## config.mk

```make
export PLATFORM = sky130hd
export DESIGN_NAME = hyperram_ctrl
export DESIGN_NICKNAME = d
export VERILOG_FILES = /design/src/rtl/hyperram_ctrl.sv
export SDC_FILE = /design/constraint.sdc
export NUM_CORES = 1
export LEC_CHECK = 0
export BUFFER_PORTS_ARGS = -buffer_cell sky130_fd_sc_hd__buf_2
export CORE_MARGIN = 1.5
export CORE_UTILIZATION = 30
export CTS_CLUSTER_SIZE = 16
export DETAILED_ROUTE_END_ITERATION = 12
export SLEW_MARGIN = 40
export SYNTH_ARGS = -nofsm -noshare
export SYNTH_HDL_FRONTEND = slang
export SYNTH_SLANG_ARGS = --single-unit
```

## constraint.sdc

```tcl
create_clock -name i_clk -period 4.1 [get_ports i_clk]
set_input_delay 1.025 -clock i_clk [delete_from_list [all_inputs] [get_ports i_clk]]
set_output_delay 1.025 -clock i_clk [all_outputs]
set_load 0.03 [all_outputs]
```

## src/rtl/hyperram_ctrl.sv

```systemverilog
// rtl/hyperram_ctrl.sv - single-outstanding 32-bit HyperRAM controller, 2x fixed latency, 4-byte linear bursts
module hyperram_ctrl #(
    parameter int LATENCY    = 6,
    parameter int RST_CYCLES = 200,
    parameter int CS_HIGH    = 4,
    parameter int RD_TIMEOUT = 64
) (
    input  logic        i_clk,
    input  logic        i_rst_n,
    input  logic        req_valid,
    output logic        req_ready,
    input  logic        req_we,
    input  logic [21:0] req_addr,
    input  logic [31:0] req_wdata,
    input  logic [3:0]  req_wsel,
    output logic        rsp_valid,
    output logic [31:0] rsp_rdata,
    output logic        rsp_err,
    input  logic [7:0]  hb_dq_i,
    output logic [7:0]  hb_dq_o,
    output logic        hb_dq_oe,
    input  logic        hb_rwds_i,
    output logic        hb_rwds_o,
    output logic        hb_rwds_oe,
    output logic        hb_ck,
    output logic        hb_cs_n,
    output logic        hb_rst_n
);
    typedef enum logic [2:0] {S_PWRUP, S_IDLE, S_CA, S_LAT, S_DATA, S_DONE} state_t;

    localparam logic [15:0] L_RST_END  = 16'(RST_CYCLES - 1);
    localparam logic [15:0] L_INIT_END = 16'(2 * RST_CYCLES - 1);
    localparam logic [15:0] L_CA_END   = 16'd5;
    localparam logic [15:0] L_LAT_END  = 16'(4 * LATENCY - 5);
    localparam logic [15:0] L_TMO_END  = 16'(RD_TIMEOUT - 1);
    localparam logic [15:0] L_CSH_END  = 16'(CS_HIGH - 1);

    // 48-bit command/address word for a 32-bit word address
    function automatic logic [47:0] ca_word(input logic we, input logic [21:0] addr);
        logic [22:0] hw;
        hw = {addr, 1'b0};
        return {~we, 1'b0, 1'b1, 9'b0, hw[22:3], 13'b0, hw[2:0]};
    endfunction

    function automatic logic [7:0] ca_byte(input logic [47:0] ca, input logic [2:0] idx);
        case (idx)
            3'd0:    return ca[47:40];
            3'd1:    return ca[39:32];
            3'd2:    return ca[31:24];
            3'd3:    return ca[23:16];
            3'd4:    return ca[15:8];
            3'd5:    return ca[7:0];
            default: return 8'h00;
        endcase
    endfunction

    state_t      r_state, w_state;
    logic [15:0] r_cnt, w_cnt;
    logic [1:0]  r_bcnt, w_bcnt;
    logic [31:0] r_acc, w_acc;
    logic        r_we;
    logic [21:0] r_addr;
    logic [31:0] r_wdata;
    logic [3:0]  r_wsel;
    logic        r_rwds_q;
    logic        r_req_ready, w_req_ready;
    logic        r_rsp_valid, w_rsp_valid;
    logic [31:0] r_rsp_rdata, w_rsp_rdata;
    logic        r_rsp_err, w_rsp_err;
    logic [7:0]  r_dq_o, w_dq_o;
    logic        r_dq_oe, w_dq_oe;
    logic        r_rwds_o, w_rwds_o;
    logic        r_rwds_oe, w_rwds_oe;
    logic        r_ck, w_ck;
    logic        r_cs_n, w_cs_n;
    logic        r_hb_rst_n, w_hb_rst_n;
    logic        w_load, w_finish, w_err;
    logic        w_rwds_edge;
    logic [1:0]  w_lane;
    logic [47:0] w_ca;

    assign w_rwds_edge = hb_rwds_i ^ r_rwds_q;
    // Burst byte k lands in lane k^1: bytes go [15:8], [7:0], [31:24], [23:16]
    assign w_lane      = r_bcnt ^ 2'b01;
    assign w_ca        = ca_word(r_we, r_addr);

    // State, request latch and registered pad/host outputs
    always_ff @(posedge i_clk or negedge i_rst_n) begin
        if (!i_rst_n) begin
            r_state     <= S_PWRUP;
            r_cnt       <= '0;
            r_bcnt      <= '0;
            r_acc       <= '0;
            r_we        <= 1'b0;
            r_addr      <= '0;
            r_wdata     <= '0;
            r_wsel      <= '0;
            r_rwds_q    <= 1'b0;
            r_req_ready <= 1'b0;
            r_rsp_valid <= 1'b0;
            r_rsp_rdata <= '0;
            r_rsp_err   <= 1'b0;
            r_dq_o      <= '0;
            r_dq_oe     <= 1'b0;
            r_rwds_o    <= 1'b0;
            r_rwds_oe   <= 1'b0;
            r_ck        <= 1'b0;
            r_cs_n      <= 1'b1;
            r_hb_rst_n  <= 1'b0;
        end else begin
            r_state     <= w_state;
            r_cnt       <= w_cnt;
            r_bcnt      <= w_bcnt;
            r_acc       <= w_acc;
            r_rwds_q    <= hb_rwds_i;
            r_req_ready <= w_req_ready;
            r_rsp_valid <= w_rsp_valid;
            r_rsp_rdata <= w_rsp_rdata;
            r_rsp_err   <= w_rsp_err;
            r_dq_o      <= w_dq_o;
            r_dq_oe     <= w_dq_oe;
            r_rwds_o    <= w_rwds_o;
            r_rwds_oe   <= w_rwds_oe;
            r_ck        <= w_ck;
            r_cs_n      <= w_cs_n;
            r_hb_rst_n  <= w_hb_rst_n;
            if (w_load) begin
                r_we    <= req_we;
                r_addr  <= req_addr;
                r_wdata <= req_wdata;
                r_wsel  <= req_wsel;
            end
        end
    end

    // Next state and next values of every registered output
    always_comb begin
        w_state     = r_state;
        w_cnt       = r_cnt + 16'd1;
        w_bcnt      = r_bcnt;
        w_acc       = r_acc;
        w_req_ready = r_req_ready;
        w_rsp_valid = 1'b0;
        w_rsp_rdata = r_rsp_rdata;
        w_rsp_err   = r_rsp_err;
        w_dq_o      = r_dq_o;
        w_dq_oe     = r_dq_oe;
        w_rwds_o    = r_rwds_o;
        w_rwds_oe   = r_rwds_oe;
        w_cs_n      = r_cs_n;
        w_hb_rst_n  = r_hb_rst_n;
        w_load      = 1'b0;
        w_finish    = 1'b0;
        w_err       = 1'b0;
        case (r_state)
            S_PWRUP: begin
                if (r_cnt == L_RST_END) w_hb_rst_n = 1'b1;
                if (r_cnt == L_INIT_END) begin
                    w_state     = S_IDLE;
                    w_cnt       = '0;
                    w_req_ready = 1'b1;
                end
            end
            S_IDLE: begin
                w_cnt = '0;
                if (req_valid && r_req_ready) begin
                    w_load      = 1'b1;
                    w_req_ready = 1'b0;
                    w_cs_n      = 1'b0;
                    w_dq_oe     = 1'b1;
                    w_dq_o      = ca_byte(ca_word(req_we, req_addr), 3'd0);
                    w_bcnt      = '0;
                    w_acc       = '0;
                    w_state     = S_CA;
                end
            end
            S_CA: begin
                w_dq_o = ca_byte(w_ca, r_cnt[2:0] + 3'd1);
                if (r_cnt == L_CA_END) begin
                    w_state = S_LAT;
                    w_cnt   = '0;
                    w_dq_oe = 1'b0;
                    w_dq_o  = '0;
                end
            end
            S_LAT, S_DATA: begin
                if (r_we) begin
                    if (r_state == S_LAT) begin
                        if (r_cnt == L_LAT_END) begin
                            w_state   = S_DATA;
                            w_cnt     = '0;
                            w_dq_oe   = 1'b1;
                            w_rwds_oe = 1'b1;
                            w_dq_o    = r_wdata[15:8];
                            w_rwds_o  = ~r_wsel[1];
                            w_bcnt    = 2'd1;
                        end
                    end else if (r_cnt == 16'd3) begin
                        w_finish = 1'b1;
                    end else begin
                        w_dq_o   = r_wdata[{w_lane, 3'b000} +: 8];
                        w_rwds_o = ~r_wsel[w_lane];
                        w_bcnt   = r_bcnt + 2'd1;
                    end
                end else if (w_rwds_edge) begin
                    // Every RWDS transition strobes one read byte, the first one included
                    w_acc[{w_lane, 3'b000} +: 8] = hb_dq_i;
                    w_cnt  = '0;
                    w_bcnt = r_bcnt + 2'd1;
                    if (r_bcnt == 2'd3) w_finish = 1'b1;
                    else                w_state  = S_DATA;
                end else if (r_cnt == L_TMO_END) begin
                    w_finish = 1'b1;
                    w_err    = 1'b1;
                end
            end
            S_DONE: begin
                if (r_cnt == L_CSH_END) begin
                    w_state     = S_IDLE;
                    w_cnt       = '0;
                    w_req_ready = 1'b1;
                end
            end
            default: begin
                w_state = S_PWRUP;
                w_cnt   = '0;
            end
        endcase
        if (w_finish) begin
            w_state     = S_DONE;
            w_cnt       = '0;
            w_cs_n      = 1'b1;
            w_dq_oe     = 1'b0;
            w_rwds_oe   = 1'b0;
            w_dq_o      = '0;
            w_rwds_o    = 1'b0;
            w_rsp_valid = 1'b1;
            w_rsp_err   = w_err;
            w_rsp_rdata = (r_we || w_err) ? 32'h0 : w_acc;
        end
        // hb_ck runs only while selected and starts low on the first CA cycle
        w_ck = ((w_state == S_CA) || (w_state == S_LAT) || (w_state == S_DATA))
               && (r_state != S_IDLE) ? ~r_ck : 1'b0;
    end

    assign req_ready  = r_req_ready;
    assign rsp_valid  = r_rsp_valid;
    assign rsp_rdata  = r_rsp_rdata;
    assign rsp_err    = r_rsp_err;
    assign hb_dq_o    = r_dq_o;
    assign hb_dq_oe   = r_dq_oe;
    assign hb_rwds_o  = r_rwds_o;
    assign hb_rwds_oe = r_rwds_oe;
    assign hb_ck      = r_ck;
    assign hb_cs_n    = r_cs_n;
    assign hb_rst_n   = r_hb_rst_n;
endmodule
```

==> flow_metrics.tcl <==
set metrics [dict create \
    yosys-top-cells-count "153 x dfrtp_1, 64 x a22o_1, 60 x mux2_2" \
    r2r-end "r_cnt[3]$_DFF_PN0_" \
    first_pass_iters 6 \
    yosysTopAreaCellShare_pct 55.4 \
    setup_viol 0 \
    min_from "rsp_err$_DFFE_PN0P_" \
    grt_pass1_vias 4987 \
    worst_pin_slew_ns 0.736 \
    clock_latency_ns 0.42 \
    ctsResizeCount 0 \
    synth-seq-cells 154 \
    cts-buffers-inserted 17 \
    cts_setup_buffers 0 \
    fmax_ghz 0.352 \
    synthArstFlopShare_pct 100 \
    ant_nets 0 \
    drt_iter0_drc 349 \
    wl_per_cell_um 17.5 \
    multi_input_comb_area_um2 2910 \
    endpoint_kind "flip-flop" \
    min_to "rsp_err$_DFFE_PN0P_" \
    die_x_um 155 \
    synth_top_cell_by_area "dfrtp_1" \
    max-vdd-ir-drop_v 0.000245 \
    routed_wl_um 17300 \
    nFillCells 2247 \
    synthFlopType "dfrtp_1" \
    drv_slew 0 \
    core_um2 22600 \
    grt_max_degree 76 \
    synthCells 572 \
    syn_area_um2 6920 \
    leakagePower_uw 0.00401 \
    cts_tree "yes" \
    critPathMaxFanout 14 \
    post-route-min-period_ns 2.84 \
    setup_ws_ns 1.26 \
    slew_headroom_pct 50.8 \
    synth-seq-area-share_pct 55.7 \
    cts_htree_levels 4 \
    drc_errors 0 \
    clockRootBuffer "clkbuf_16" \
    clock-sinks 154 \
    antenna_found_initial 3 \
    grt_setup_unrepaired "false" \
    synth_area_per_cell_um2 12.1 \
    ctsLongestPathBuffers 2 \
    place_ws_ns 1.05 \
    drive_gt1_share_pct 35.1 \
    yosys_warnings 0 \
    std_cell_rows 55 \
    synthesis.nets 654 \
    min_path_cells 2 \
    ios 120 \
    gp_congestion 0.805 \
    maxCapViolations 0 \
    reg2reg_from "r_state[1]$_DFF_PN0_" \
    initial_core_util_pct 30.5 \
    reg2regPathDepth 7 \
    synth_area_leaders "dfrtp_1 55%, mux2_2 9.8%, a22o_1 8.1%" \
    synth_enable_flop_cells 0 \
    path_clk_slew_ns 0.07 \
    hold_class "reg -> reg" \
    startpoint_type "flip-flop" \
    timing.final.crit_share_pct 69.4 \
    cts_hold_buf 0 \
    vias 5033 \
    fin_util_pct 37.0 \
    grt_util_all_layers_pct 14.9 \
    critPathArrivalTime_ns 3.20 \
    grt_first_pass_wirelength_um 27700 \
    p_total_uw 3060 \
    hold_viol_final 0 \
    fin_nets 773 \
    port-buffer-count 119 \
    num_antenna_cells 0 \
    timing.setup.tns_ns 0 \
    viasPerCell 5.09 \
    synth.most_common_cell "dfrtp_1" \
    die_h_um 155 \
    ff2ff_setup_slack_ns 1.26 \
    grt_overflow_total 0 \
    cp.required_ns 4.45 \
    hpwl_um 12200 \
    powerDensity_nw_per_um2 366 \
    finClkSkew_ns 0.00781 \
    seqCellArea_um2 3850 \
    die_area_um2 24000 \
    status "complete, no violations" \
    yosysUniqueCellTypes 63 \
    area_growth_pct 21.1 \
    critPathKind "reg -> reg" \
]
critical path, stage by stage, from the launching register on:
cell	delay (ns)
dfrtp_1	0.62
nor2b_1	0.52
nand2_1	0.17
nand2_1	0.37
nand2_1	0.18
o221a_2	0.39
nand3b_1	0.35
nor2_1	0.18
placed cells by master (no fill, tap or decap), drive strengths merged, types with 15 or more instances in the layout:
master	Yosys	layout
o21ai	29	29
clkbuf	12	19
a22o	64	64
mux2	60	60
nand2	42	42
nand3	15	15
a21oi	15	15
dfrtp	153	153
nor2	42	42
buf	16	128
metrics by stage:
step | cells | hold slack (ns) | instance area [um^2]
6_report | 989 | 0.478 | 8380
5_1_grt | 989 | 0.505 | 8380
4_1_cts | 989 | 0.485 | 8380
3_5_place_dp | 957 | 0.471 | 7830
3_3_place_gp | 957 | 0.467 | 7830
2_1_floorplan | 572 | 0.464 | 6920
sequential cells by signal, summed over array words and instances, names as in the netlist:
register    flops
r_acc          24
r_wdata        32
hb_ck           1
hb_cs_n         1
r_state         3
hb_rwds_oe      1
r_bcnt          2
hb_rst_n        1
hb_dq_o         8
r_wsel          4
hb_dq_oe        1
r_addr         22
rsp_valid       1
r_rwds_q        1
rsp_err         1
r_we            1
rsp_rdata      32
hb_rwds_o       1
r_cnt          16
req_ready       1
how the worst max path moves through the flow:
stage | slack [ns] | start | end | cells after the start
6_report | 1.26 | r_state[1]$_DFF_PN0_ | r_cnt[3]$_DFF_PN0_ | 7
5_1_grt | 1.09 | r_state[1]$_DFF_PN0_ | r_cnt[1]$_DFF_PN0_ | 7
4_1_cts | 1.31 | r_state[1]$_DFF_PN0_ | r_cnt[3]$_DFF_PN0_ | 7
3_5_place_dp | 1.05 | hb_rwds_i | rsp_rdata[11]$_DFFE_PN0P_ | 7
3_3_place_gp | 1.12 | hb_rwds_i | rsp_rdata[11]$_DFFE_PN0P_ | 7
2_1_floorplan | 1.48 | hb_rwds_i | hb_dq_o[0]$_DFFE_PN0P_ | 7
cell type report:
cell class / instances / area share (%)
inverter: 9 / 0.403
timing repair buffer: 128 / 7.99
tap: 285 / 4.26
clock buffer: 19 / 5.29
clock inverter: 13 / 1.30
multi-input combinational: 381 / 34.8
sequential: 154 / 46.0
cells by family (layout without fill, tap and decap cells):
family,after synthesis,count (layout),share of synthesized area [%]
mux,69,69,11.1
compound gates,146,146,16.1
fa+ha+maj,11,11,1.99
xor+xnor,15,15,1.90
simple gates,140,140,10.9
buf+inv,37,169,2.28
flops,154,154,55.7
per-layer routing:
layer	GRT usage, %	up-vias	wire length (um)
met2	22.2	153	7750
met5	0	-	23
met3	5.77	12	1270
li1	-	2364	-
met1	20.6	2500	8120
met4	2.93	4	95
power by group:
group          internal, uW  switching (uW)
Clock                   804             666
Combinational          26.6            46.7
Sequential             1520           0.230
Total                  2350             713
(Power assumes the default switching activity.)
